==> src/rtl/uart_led_pwm_regs.sv <==
`default_nettype none
// ============================================================================
// Module   : uart_led_pwm_regs
// Purpose  : Byte-stream command parser ('W' addr data / 'R' addr) feeding a
//            register file of per-channel 8-bit PWM duty registers plus CTRL
//            (0x80) and PRESCALE (0x81). Drives NUM_CHANNELS PWM LED outputs
//            and returns ACK/NAK/read data to the UART transmitter.
// Options  : `define UART_LED_PWM_TIMEOUT_EN enables the inter-byte timeout.
// Revision : 1.0 - initial parametrised release
// ============================================================================
module uart_led_pwm_regs #(
    parameter int         NUM_CHANNELS   = 8,
    parameter logic [7:0] PRESCALE_RESET = 8'd0,
    parameter int         TIMEOUT_CYCLES = 1562500
) (
    input  logic                    i_clk,
    input  logic                    i_rst,
    input  logic                    i_rx_valid,
    input  logic [7:0]              i_rx_byte,
    output logic                    o_rx_ready,
    output logic                    o_tx_valid,
    output logic [7:0]              o_tx_byte,
    input  logic                    i_tx_ready,
    output logic [NUM_CHANNELS-1:0] o_led,
    output logic                    o_mem_reset
);

    // Parser states
    localparam logic [1:0] c_IDLE = 2'd0;
    localparam logic [1:0] c_ADDR = 2'd1;
    localparam logic [1:0] c_DATA = 2'd2;
    localparam logic [1:0] c_RESP = 2'd3;

    // Protocol bytes and special register addresses
    localparam logic [7:0] c_CMD_W     = 8'h57;
    localparam logic [7:0] c_CMD_R     = 8'h52;
    localparam logic [7:0] c_ACK       = 8'h06;
    localparam logic [7:0] c_NAK       = 8'h15;
    localparam logic [7:0] c_ADDR_CTRL = 8'h80;
    localparam logic [7:0] c_ADDR_PRE  = 8'h81;

    logic [1:0]              r_state;
    logic                    r_is_write;
    logic [7:0]              r_addr;
    logic [7:0]              r_resp;
    logic [7:0]              r_duty [NUM_CHANNELS];
    logic                    r_en;
    logic                    r_ovf;
    logic [7:0]              r_prescale;
    logic [7:0]              r_tick_cnt;
    logic [7:0]              r_pwm_cnt;
    logic [NUM_CHANNELS-1:0] r_led;
    logic                    r_mem_reset;

    logic       w_drop;
    logic       w_rd_valid;
    logic [7:0] w_rd_data;
    logic       w_wr_valid;
    logic       w_write;
    logic       w_ctrl_wr;
    logic       w_pre_wr;
    logic       w_soft;
    logic       w_tick;
    logic       w_timeout;

    // A byte strobed while a response is pending cannot be accepted
    assign w_drop = i_rx_valid && (r_state == c_RESP);

    // Read decode works on the incoming address byte so the value can be
    // captured in the same cycle the address arrives
    always_comb begin
        w_rd_valid = 1'b0;
        w_rd_data  = 8'h00;
        if (i_rx_byte == c_ADDR_CTRL) begin
            w_rd_valid = 1'b1;
            w_rd_data  = {r_ovf, 6'b000000, r_en};
        end else if (i_rx_byte == c_ADDR_PRE) begin
            w_rd_valid = 1'b1;
            w_rd_data  = r_prescale;
        end else begin
            for (int i = 0; i < NUM_CHANNELS; i++) begin
                if (i_rx_byte == 8'(i)) begin
                    w_rd_valid = 1'b1;
                    w_rd_data  = r_duty[i];
                end
            end
        end
    end

    // Write decode uses the address latched during the ADDR phase
    assign w_wr_valid = (r_addr == c_ADDR_CTRL) || (r_addr == c_ADDR_PRE) ||
                        ({24'd0, r_addr} < 32'(NUM_CHANNELS));
    assign w_write    = (r_state == c_DATA) && i_rx_valid && !w_timeout && w_wr_valid;
    assign w_ctrl_wr  = w_write && (r_addr == c_ADDR_CTRL);
    assign w_pre_wr   = w_write && (r_addr == c_ADDR_PRE);
    assign w_soft     = w_ctrl_wr && i_rx_byte[1];

`ifdef UART_LED_PWM_TIMEOUT_EN
    localparam int c_GAP_W = (TIMEOUT_CYCLES > 2) ? $clog2(TIMEOUT_CYCLES) : 1;

    logic [c_GAP_W-1:0] r_gap;

    // Timeout fires on the idle cycle that would bring the gap to TIMEOUT_CYCLES
    assign w_timeout = ((r_state == c_ADDR) || (r_state == c_DATA)) && !i_rx_valid &&
                       (r_gap == c_GAP_W'(TIMEOUT_CYCLES - 1));

    // Idle-cycle counter between bytes of one command
    always_ff @(posedge i_clk or posedge i_rst) begin
        if (i_rst) begin
            r_gap <= '0;
        end else if (i_rx_valid || w_timeout ||
                     !((r_state == c_ADDR) || (r_state == c_DATA))) begin
            r_gap <= '0;
        end else begin
            r_gap <= r_gap + 1'b1;
        end
    end
`else
    assign w_timeout = 1'b0;
`endif

    // Command parser FSM and response capture
    always_ff @(posedge i_clk or posedge i_rst) begin
        if (i_rst) begin
            r_state    <= c_IDLE;
            r_is_write <= 1'b0;
            r_addr     <= 8'h00;
            r_resp     <= 8'h00;
        end else begin
            case (r_state)
                c_IDLE: begin
                    if (i_rx_valid) begin
                        if (i_rx_byte == c_CMD_W) begin
                            r_is_write <= 1'b1;
                            r_state    <= c_ADDR;
                        end else if (i_rx_byte == c_CMD_R) begin
                            r_is_write <= 1'b0;
                            r_state    <= c_ADDR;
                        end else begin
                            r_resp  <= c_NAK;
                            r_state <= c_RESP;
                        end
                    end
                end
                c_ADDR: begin
                    if (w_timeout) begin
                        r_state <= c_IDLE;
                    end else if (i_rx_valid) begin
                        r_addr <= i_rx_byte;
                        if (r_is_write) begin
                            r_state <= c_DATA;
                        end else begin
                            r_resp  <= w_rd_valid ? w_rd_data : c_NAK;
                            r_state <= c_RESP;
                        end
                    end
                end
                c_DATA: begin
                    if (w_timeout) begin
                        r_state <= c_IDLE;
                    end else if (i_rx_valid) begin
                        r_resp  <= w_wr_valid ? c_ACK : c_NAK;
                        r_state <= c_RESP;
                    end
                end
                default: begin
                    if (i_tx_ready) begin
                        r_state <= c_IDLE;
                    end
                end
            endcase
        end
    end

    // Duty registers: written by the parser, cleared by soft reset
    always_ff @(posedge i_clk or posedge i_rst) begin
        if (i_rst) begin
            for (int i = 0; i < NUM_CHANNELS; i++) begin
                r_duty[i] <= 8'h00;
            end
        end else begin
            for (int i = 0; i < NUM_CHANNELS; i++) begin
                if (w_soft) begin
                    r_duty[i] <= 8'h00;
                end else if (w_write && (r_addr == 8'(i))) begin
                    r_duty[i] <= i_rx_byte;
                end
            end
        end
    end

    // CTRL / PRESCALE registers and the soft-reset pulse
    always_ff @(posedge i_clk or posedge i_rst) begin
        if (i_rst) begin
            r_en        <= 1'b1;
            r_ovf       <= 1'b0;
            r_prescale  <= PRESCALE_RESET;
            r_mem_reset <= 1'b0;
        end else begin
            r_mem_reset <= w_soft;
            if (w_ctrl_wr) begin
                r_en <= i_rx_byte[0];
            end
            // A drop in the same cycle as a clear keeps the flag set
            if (w_drop) begin
                r_ovf <= 1'b1;
            end else if (w_ctrl_wr && i_rx_byte[7]) begin
                r_ovf <= 1'b0;
            end
            if (w_pre_wr) begin
                r_prescale <= i_rx_byte;
            end
        end
    end

    // Wrap with >= so a prescale lowered below the current count recovers at once
    assign w_tick = (r_tick_cnt >= r_prescale);

    // Prescale tick counter and 8-bit PWM phase counter
    always_ff @(posedge i_clk or posedge i_rst) begin
        if (i_rst) begin
            r_tick_cnt <= 8'h00;
            r_pwm_cnt  <= 8'h00;
        end else begin
            r_tick_cnt <= w_tick ? 8'h00 : r_tick_cnt + 8'h01;
            if (w_soft) begin
                r_pwm_cnt <= 8'h00;
            end else if (w_tick) begin
                r_pwm_cnt <= r_pwm_cnt + 8'h01;
            end
        end
    end

    // Registered per-channel compare
    for (genvar gi = 0; gi < NUM_CHANNELS; gi++) begin : g_led
        always_ff @(posedge i_clk or posedge i_rst) begin
            if (i_rst) begin
                r_led[gi] <= 1'b0;
            end else begin
                r_led[gi] <= r_en && (r_pwm_cnt < r_duty[gi]);
            end
        end
    end

    assign o_rx_ready  = (r_state != c_RESP);
    assign o_tx_valid  = (r_state == c_RESP);
    assign o_tx_byte   = r_resp;
    assign o_led       = r_led;
    assign o_mem_reset = r_mem_reset;

endmodule
`default_nettype wire
==> config.mk <==
export PLATFORM = sky130hd
export DESIGN_NAME = uart_led_pwm_regs
export DESIGN_NICKNAME = d
export VERILOG_FILES = /design/src/rtl/uart_led_pwm_regs.sv
export SDC_FILE = /design/constraint.sdc
export NUM_CORES = 1
export LEC_CHECK = 0
export CORE_AREA = 10 10 147 149
export DETAILED_ROUTE_END_ITERATION = 8
export DIE_AREA = 0 0 157 159
export SETUP_SLACK_MARGIN = 0.2
export SLEW_MARGIN = 30
export SYNTH_ARGS = -nofsm -noshare
export SYNTH_HDL_FRONTEND = slang
export SYNTH_SLANG_ARGS = --single-unit
==> constraint.sdc <==
create_clock -name i_clk -period 5.41 [get_ports i_clk]
set_input_delay 1.082 -clock i_clk [delete_from_list [all_inputs] [get_ports i_clk]]
set_output_delay 1.082 -clock i_clk [all_outputs]
set_load 0.05 [all_outputs]
-- Yosys cells after proc, flatten, opt, wreduce, memory -nomap -nowiden
Index checks and enable logic that the tools add are counted.
- flip-flop bits (word level): 118
- input bits: 12
- output and inout port bits: 19
- logic and storage cells: 173
- $add $sub $neg: 2
- order comparisons: 10
- equal/unequal tests: 30
- muxes and demuxes: 60
- reductions and logical operators: 45
- operator list (cell ; count):
    $mux W8 ; 36
    $eq A8 B3 Y1 const B ; 8
    $lt A8 B8 Y1 ; 8
    $eq A8 B2 Y1 const B ; 4
    $eq A8 B8 Y1 const B ; 4
    $pmux W8 S3 ; 1
    $logic_and A1 B1 Y1 ; 23
    $reduce_bool A2 Y1 ; 11
    $add A8 B1 Y8 const B ; 2
    $eq A8 B1 Y1 const B ; 2
    $eq A8 B7 Y1 const B ; 2
    $logic_not A8 Y1 ; 2
    $mux W1 ; 15
    $ne A2 B2 Y1 const B ; 7
    $mux W2 ; 6
    $ge A8 B8 Y1 ; 1
    $lt A8 B4 Y1 const B ; 1
    $reduce_and A7 Y1 ; 1
    $pmux W2 S3 ; 1
    $mux W5 ; 1
    $eq A2 B2 Y1 const B ; 2
    $reduce_and A4 Y1 ; 1
    $reduce_bool A4 Y1 ; 1
    $reduce_and A3 Y1 ; 1
    5 further kinds ; 6

-- Depth between registers and ports, before layout
Gate-level depths: netlist (run 1).
- depth after elaboration: 15
- gate-level depth with buffers: 9
- depth with buffers taken out: 7

-- Worst setup path after synthesis (run 1)
OpenSTA, ideal clock, no wires.
- path kind: input -> register
- start: in i_rx_byte[1]
- end: reg r_resp[0], in the netlist o_tx_byte[0]
- setup time: 77 ps
- arrival time: 2735 ps
- data required time: 5333 ps
- path slack: 2597 ps
- cell stages on the path: 8
- cell sequence: buf_1 > clkbuf_1 > clkbuf_1 > nand3_1 > a31o_2 > a31oi_1 > o21ai_0 > a21oi_1
- word-level cells in the longest chain between the ends: 15
- elaborated cells on any way between the ends: 39
- those cells by class: eq/ne (13); mux (24); reduce/logical (2)
- RTL lines (what ; RTL line ; RTL):
    start: declaration ; 19 ; input logic [7:0] i_rx_byte,
    $logic_not A8 Y1 ; 82 ; if (i_rx_byte == 8'(i)) begin
    $mux W8 / $mux W1 (equally long branches) (8 in a row) ; 82 ;
    $mux W8 / $mux W1 (equally long branches) ; 77 ; end else if (i_rx_byte == c_ADDR_PRE) begin
    $mux W8 / $mux W1 (equally long branches) ; 74 ; if (i_rx_byte == c_ADDR_CTRL) begin
    $mux W8 ; 153 ; r_resp <= w_rd_valid ? w_rd_data : c_NAK;
    $mux W8 ; 150 ; if (r_is_write) begin
    $mux W8 ; 148 ; end else if (i_rx_valid) begin
    $pmux W8 S3 ; 130 ; case (r_state)
    end signal: assignment ; 140 ; r_resp <= c_NAK;
    end signal: assignment ; 153 ;
    end signal: assignment ; 162 ; r_resp <= w_wr_valid ? c_ACK : c_NAK;
    end: declaration ; 45 ; logic [7:0] r_resp;
Parallel ways exist; a longest one is shown, timed or not. The select of a mux whose other input is x is not followed.
A chain may end at the register's enable or synchronous reset.

-- Final worst setup path (run 1)
- start: in i_rx_byte[7]
- end: reg r_resp[6], in the netlist o_tx_byte[6]
Same word-level chain as after synthesis.

==> results.py, run 1 <==
metrics = {
    "outcome": {
        "outcome": "finished clean",
    },
    "worst_setup_path": {
        "r2r_start": "r_addr[3]",
        "path_cells": "clkdlybuf4s50_1 -> nor3b_1 -> and3_1 -> a21oi_1 -> or4_1 -> o21ai_0",
        "cp_num_buf_inv": 1,
        "worst-path-max-fanout": 22,
        "startpoint_type": "input port",
        "critPathTopFamily": "simple AND/OR/NAND/NOR gates",
        "arrival_ns": 3.62,
        "cp-startpoint": "i_rx_byte[7]",
        "worst_path_largest_cell_delay_ns": 1.08,
        "crit_path_top_delay_cell": "clkdlybuf4s50_1",
        "end_kind": "register",
        "worstSetupPathType": "in2reg",
        "worstPathRequired_ns": 5.76,
    },
    "pwr": {
        "pwr-share-seq_pct": 35.9,
        "power_switching_mw": 1.500,
        "p_leak_nw": 3.689,
        "clockPowerShare_pct": 30.2,
        "p_per_area_mw_per_mm2": 465.7,
        "ir_worst_vdd_mv": 0.2419,
        "intPower_mw": 2.438,
        "pwr-share-comb_pct": 33.9,
        "switching_share_pct": 38.08,
    },
    "synth": {
        "syn_inst": 762,
        "ys_seq_area_share_pct": 40.26,
        "synth_cell_types": 61,
        "synth_compound_area_share_pct": 12.82,
        "yosys.area_share.simple_pct": 14.17,
        "synth-seq-cells": 118,
        "synth_top_area_cell": "dfrtp_1",
        "yosysMostFrequentCell": "dfrtp_1",
        "ys.flop_type": "dfrtp_1",
        "synth-xor-area-share_pct": 0.9550,
        "syn_nets": 844,
        "netlist_top_cells_area": "dfrtp_1 (40%), ha_1 (12%), mux2i_1 (9.3%), nor2_1 (3.8%), inv_1 (3.8%)",
        "yosys-top-cells-count": "dfrtp_1 (117), nor2_1 (75), inv_1 (74), ha_1 (70), mux2i_1 (68)",
        "synth_top_family_by_area": "simple AND/OR/NAND/NOR gates",
        "synth_edf_count": 0,
        "synthAdderAreaFrac_pct": 11.94,
        "async_reset_ff_share_pct": 100.0,
        "synth_area_mm2": 0.007337,
        "synth_area_per_cell_um2": 9.629,
        "synth_top_cell_area_share_pct": 39.90,
        "synth_mux_area_share_pct": 13.57,
        "ys_warn_count": 0,
    },
    "clock_tree": {
        "cts_setup_buffers": 0,
        "clk_latency_ns": 0.43,
        "cts-resized-gates": 0,
        "cts_tree": "done",
        "cts_sinks": 118,
        "cts_hold_buf": 0,
        "cts-root-buf": "clkbuf_16",
        "cts_buffers": 17,
        "htreeDepth": 4,
        "cts_buffer_depth": 2,
        "path_clk_slew_ns": 0.06,
    },
    "floorplanning": {
        "start_util_pct": 39.49,
        "die_y_um": 159,
        "die_w_um": 157,
        "dieArea_mm2": 0.02496,
        "coreArea_mm2": 0.01858,
        "io_pins": 31,
        "rows": 50,
    },
    "sta": {
        "relSlewSlack_pct": 37.47,
        "setup_violations": 0,
        "post-route-period-util_pct": 60.47,
        "finalHoldViolations": 0,
        "fin_setup_tns_ns": 0,
        "finClkSkew_ns": 0.009747,
        "worst_pin_slew_ns": 0.9350,
        "period_needed_ns": 3.272,
        "rsz0062_at_grt": "false",
        "whs_ns": 0.4810,
        "finalMaxSlewViolations": 0,
        "max_freq_ghz": 0.3057,
    },
    "detailed_routing": {
        "routed_via_density": 5.513,
        "drt_iter0_drc": 394,
        "wl_mm": 19.91,
        "first_pass_iters": 5,
        "wire_per_inst_um": 19.42,
        "antenna_left": 0,
        "vias": 5651,
        "route.detailed.drc": 0,
    },
    "layout": {
        "finish.utilization_pct": 45.51,
        "antenna_cells": 0,
        "final_nets": 860,
        "drive_above_1_share_pct": 9.355,
        "instances_no_fill": 1025,
        "design_area_mm2": 0.008456,
        "fill_cells": 1742,
        "syn2layout_area_growth_pct": 15.25,
    },
    "min_path": {
        "holdCritPathClass": "reg2reg",
        "hold_start": "o_tx_byte[3]",
    },
    "placed_design": {
        "place_congestion": 0.8484,
        "io_buffers": 30,
        "dp_hpwl_mm": 13.66,
        "placed_area_mm2": 0.007835,
        "dp_cells": 993,
    },
    "run": {
        "maxCapViolCount": 0,
    },
    "global_routing": {
        "grt_usage_pct": 16.39,
        "grt_pass1_vias": 5639,
        "grt_max_degree": 75,
        "grt_pass1_wl_mm": 31.95,
        "grt_overflow_total": 0,
        "antenna_found_initial": 0,
    },
}
## path summary, 6_finish.rpt
path                           endpoint  slack, ns  cells past startpoint
max                        o_tx_byte[6]       2.14                      6
min                        o_tx_byte[3]       0.48                      2
max reg2reg                  r_duty[11]       2.65                      6
min reg2reg                o_tx_byte[3]       0.48                      2
max in group asynchronous    r_duty[53]       3.46                      3
min in group asynchronous    r_state[0]       1.13                      2
## layout by cell type, fill, tap and decap left out, types with 3 or more instances in the layout
cell and count:
a211oi_1 4, a21o_1 9, a21oi_1 40, a31oi_1 9, a32oi_1 3, and2_1 3, and3_1 3, buf_4 11
bufinv_16 3, clkbuf_1 3, clkbuf_16 17, clkbuf_8 4, clkdlybuf4s50_1 29, clkinv_2 3, dfrtp_1 117, ha_1 70
inv_1 73, mux2_2 14, mux2i_1 68, mux4_2 7, nand2_1 46, nand2b_1 11, nand3_1 20, nand3b_1 11
nor2_1 75, nor2b_1 6, nor3_1 6, nor3b_1 3, o211ai_1 6, o21a_1 10, o21ai_0 42, o31ai_1 6
or3_1 6, or4_1 5, xnor2_1 3, xor2_1 5
## sequential cells by signal (all words and copies together), names as in the netlist, 2 cells and up
name        count
o_led           8
r_pwm_cnt       8
o_tx_byte       8
r_duty         64
r_addr          8
r_tick_cnt      8
r_prescale      8
r_state         2
## layout make-up
type                            instances  area [µm²]  area share [%]
Clock inverter                          8       120.1           1.421
Tap cell                              234       292.8           3.463
Multi-Input combinational cell        526        3936           46.55
Clock buffer                           24       491.7           5.815
Sequential cell                       118        2954           34.94
Timing Repair Buffer                   41       377.9           4.469
Inverter                               74       282.8           3.344
## kinds of logic after synthesis
kind of cell,after synthesis
buffers and inverters,118
multiplexers,89
AO/OA/AOI/OAI,150
flip-flops,118
AND/OR/NAND/NOR,209
XOR/XNOR,8
adder cells (fa/ha/maj),70
## per-stage QoR
stage | total power [mW] | setup WS, ns
3_5_place_dp | 2.759 | 1.721
3_3_place_gp | 2.728 | 1.759
5_1_grt | 4.218 | 2.053
4_1_cts | 3.961 | 2.175
2_1_floorplan | 2.307 | 1.201
6_report | 3.938 | 2.138
## routing by layer
metal	share of wire, %	wire (µm)	track usage, %	vias to the layer above
li1	-	-	-	2707
met3	3.7	735	3.373	31
met4	2.0	406	6.009	0
met5	0	0	0	-
met2	48	9554	25.71	98
met1	46	9209	21.71	2815
## tightest hold or removal path, cell delays in order (launching register included)
cell and delay (ns):
dfrtp_1 0.34, nand2_1 0.05, o31ai_1 0.06
## power groups by stage
stage	Combinational (mW)	Sequential, mW	Clock (mW)
finish	1.34	1.41	1.19
global route	1.53	1.45	1.24
CTS	1.35	1.41	1.20
detailed placement	1.34	1.42	0
global placement	1.31	1.42	0
floorplan	0.982	1.32	0
No activity file was read; power rests on OpenSTA's default activity.
==> run 2, diff against run 1 <==
==> constraint.sdc (replaced) <==
create_clock -name i_clk -period 3 [get_ports i_clk]
set_input_delay 0.6 -clock i_clk [delete_from_list [all_inputs] [get_ports i_clk]]
set_output_delay 0.6 -clock i_clk [all_outputs]
set_load 0.05 [all_outputs]
==> run 2 against run 1 <==
Utilization is 0.72 points higher. Non-clock buffer count is 19 higher. Die area stayed put. Global-route usage is 0.28 points higher. Clock skew is 0.0011 ns higher. Register-to-register slack worse by 2.2 ns. Routed wire length is 1.1% higher. Design area is 1.6% higher.
==> results.py, run 2 (same netlist as run 1, synthesis figures left out) <==
metrics = {
    "outcome": {
        "outcome": "finished clean",
    },
    "layout": {
        "antenna_cells": 0,
        "syn2layout_area_growth_pct": 17.07,
        "fill_cells": 1765,
        "final_cell_mix": "dfrtp_1 (117), nor2_1 (75), inv_1 (73), ha_1 (70), mux2i_1 (68)",
        "final_nets": 879,
        "final_common_cell": "dfrtp_1",
        "multiInputGateArea_mm2": 0.003930,
        "ff_latch_area_mm2": 0.002954,
        "drive_above_1_share_pct": 11.50,
        "largest_register": "r_duty",
        "design_area_mm2": 0.008589,
        "largest_reg_flops": 64,
    },
    "worst_setup_path": {
        "r2r_start": "r_addr[3]",
        "startpoint_type": "register",
        "r2r_slack_ns": 0.49,
        "end_kind": "output pin",
        "worst-path-max-fanout": 5,
        "cp-startpoint": "r_state[0]",
        "worstPathRequired_ns": 2.40,
        "r2r_end": "r_duty[33]",
        "reg2regPathDepth": 5,
        "worstSetupPathType": "reg2out",
        "arrival_ns": 2.03,
    },
    "global_routing": {
        "grt_pass1_vias": 5786,
        "grt_overflow_total": 0,
        "grt_pass1_wl_mm": 32.61,
        "grt_max_degree": 119,
        "antenna_found_initial": 0,
        "grt_usage_pct": 16.67,
    },
    "min_path": {
        "worstHoldPathCells": 2,
        "worstHoldEndpoint": "o_tx_byte[3]",
        "holdCritPathClass": "reg2reg",
        "hold_start": "o_tx_byte[3]",
    },
    "placed_design": {
        "io_buffers": 30,
        "dp_hpwl_mm": 13.80,
        "place_ws_ns": 0.3693,
        "placed_area_mm2": 0.008029,
        "place_congestion": 0.8456,
    },
    "detailed_routing": {
        "route.detailed.drc": 0,
        "antenna_left": 0,
        "wire_per_inst_um": 19.30,
        "vias": 5758,
        "wl_mm": 20.13,
        "drt_iter0_drc": 488,
        "routed_via_density": 5.521,
        "first_pass_iters": 5,
    },
    "pwr": {
        "switching_share_pct": 39.01,
        "pwr-share-comb_pct": 35.2,
        "intPower_mw": 4.212,
        "ir_worst_vdd_mv": 0.4168,
        "p_leak_nw": 3.770,
        "power_switching_mw": 2.695,
        "p_per_area_mw_per_mm2": 804.1,
        "pwr-share-seq_pct": 36.8,
        "clockPowerShare_pct": 28.0,
    },
    "floorplanning": {
        "rows": 50,
        "start_util_pct": 39.49,
        "die_y_um": 159,
        "die_w_um": 157,
        "coreArea_mm2": 0.01858,
        "dieArea_mm2": 0.02496,
        "io_pins": 31,
    },
    "clock_tree": {
        "cts_setup_buffers": 0,
        "cts_tree": "done",
        "cts-resized-gates": 0,
        "cts_buffer_depth": 2,
        "htreeDepth": 4,
        "cts_buffers": 17,
        "cts_sinks": 118,
        "cts-root-buf": "clkbuf_16",
        "clk_latency_ns": 0.42,
        "path_clk_slew_ns": 0.06,
        "cts_hold_buf": 0,
    },
    "sta": {
        "relSlewSlack_pct": 53.15,
        "fin_ws_ns": 0.3691,
        "post-route-period-util_pct": 87.70,
        "fin_setup_tns_ns": 0,
        "setup_violations": 0,
        "rsz0062_at_grt": "false",
        "max_freq_ghz": 0.3801,
        "worst_pin_slew_ns": 0.7027,
        "period_needed_ns": 2.631,
        "finClkSkew_ns": 0.01080,
        "finalMaxSlewViolations": 0,
        "finalHoldViolations": 0,
    },
    "run": {
        "maxCapViolCount": 0,
    },
}
-- run 2: final cells by class --
class | instances | share of cell area (%)
clock buffer | 20 | 5.317
clock inverter | 11 | 1.209
inverter | 74 | 3.277
multi-input combinational | 526 | 45.75
sequential | 118 | 34.39
tap | 234 | 3.409
timing repair buffer | 60 | 6.642
-- run 2: layer usage --
| layer | vias to the layer above | track usage, % | share of wire, % | wire (µm) |
|---|---|---|---|---|
| met3 | 13 | 3.670 | 4.9 | 977 |
| met2 | 136 | 26.45 | 48 | 9706 |
| met1 | 2865 | 22.34 | 46 | 9243 |
| li1 | 2744 | - | - | - |
| met5 | - | 0 | 0 | 0 |
| met4 | 0 | 4.378 | 1.0 | 206 |
-- run 2: worst max-delay path: stages, from the launching register on --
cell and delay, ns:
dfrtp_1 0.42, ha_1 0.29, inv_1 0.09, clkdlybuf4s50_1 0.81
-- run 2: stage by stage --
step	utilization [%]	instances	power [mW]	hold WS (ns)
4_1_cts	46.23	1043	6.956	0.4938
3_3_place_gp	43.21	1012	4.917	0.4806
5_1_grt	46.23	1043	7.462	0.5148
3_5_place_dp	43.21	1012	4.985	0.4807
6_report	46.23	1043	6.907	0.4837
2_1_floorplan	-	762	4.160	0.4608
-- run 2: worst max path at each step --
stage	cells past startpoint	endpoint	slack, ns
global placement	7	o_tx_byte[1]	0.38
floorplan	7	r_duty[25]	0.65
global route	3	o_rx_ready	0.30
CTS	3	o_rx_ready	0.35
finish	3	o_rx_ready	0.37
detailed placement	6	o_tx_byte[2]	0.37
-- run 2: power groups by stage --
stage / Sequential, mW / Clock [mW] / Combinational [mW]
final: 2.54 / 1.93 / 2.43
after global routing: 2.59 / 2.04 / 2.82
after CTS: 2.52 / 1.97 / 2.46
after detailed placement: 2.55 / 0 / 2.44
after global placement: 2.54 / 0 / 2.38
after floorplan: 2.39 / 0 / 1.77
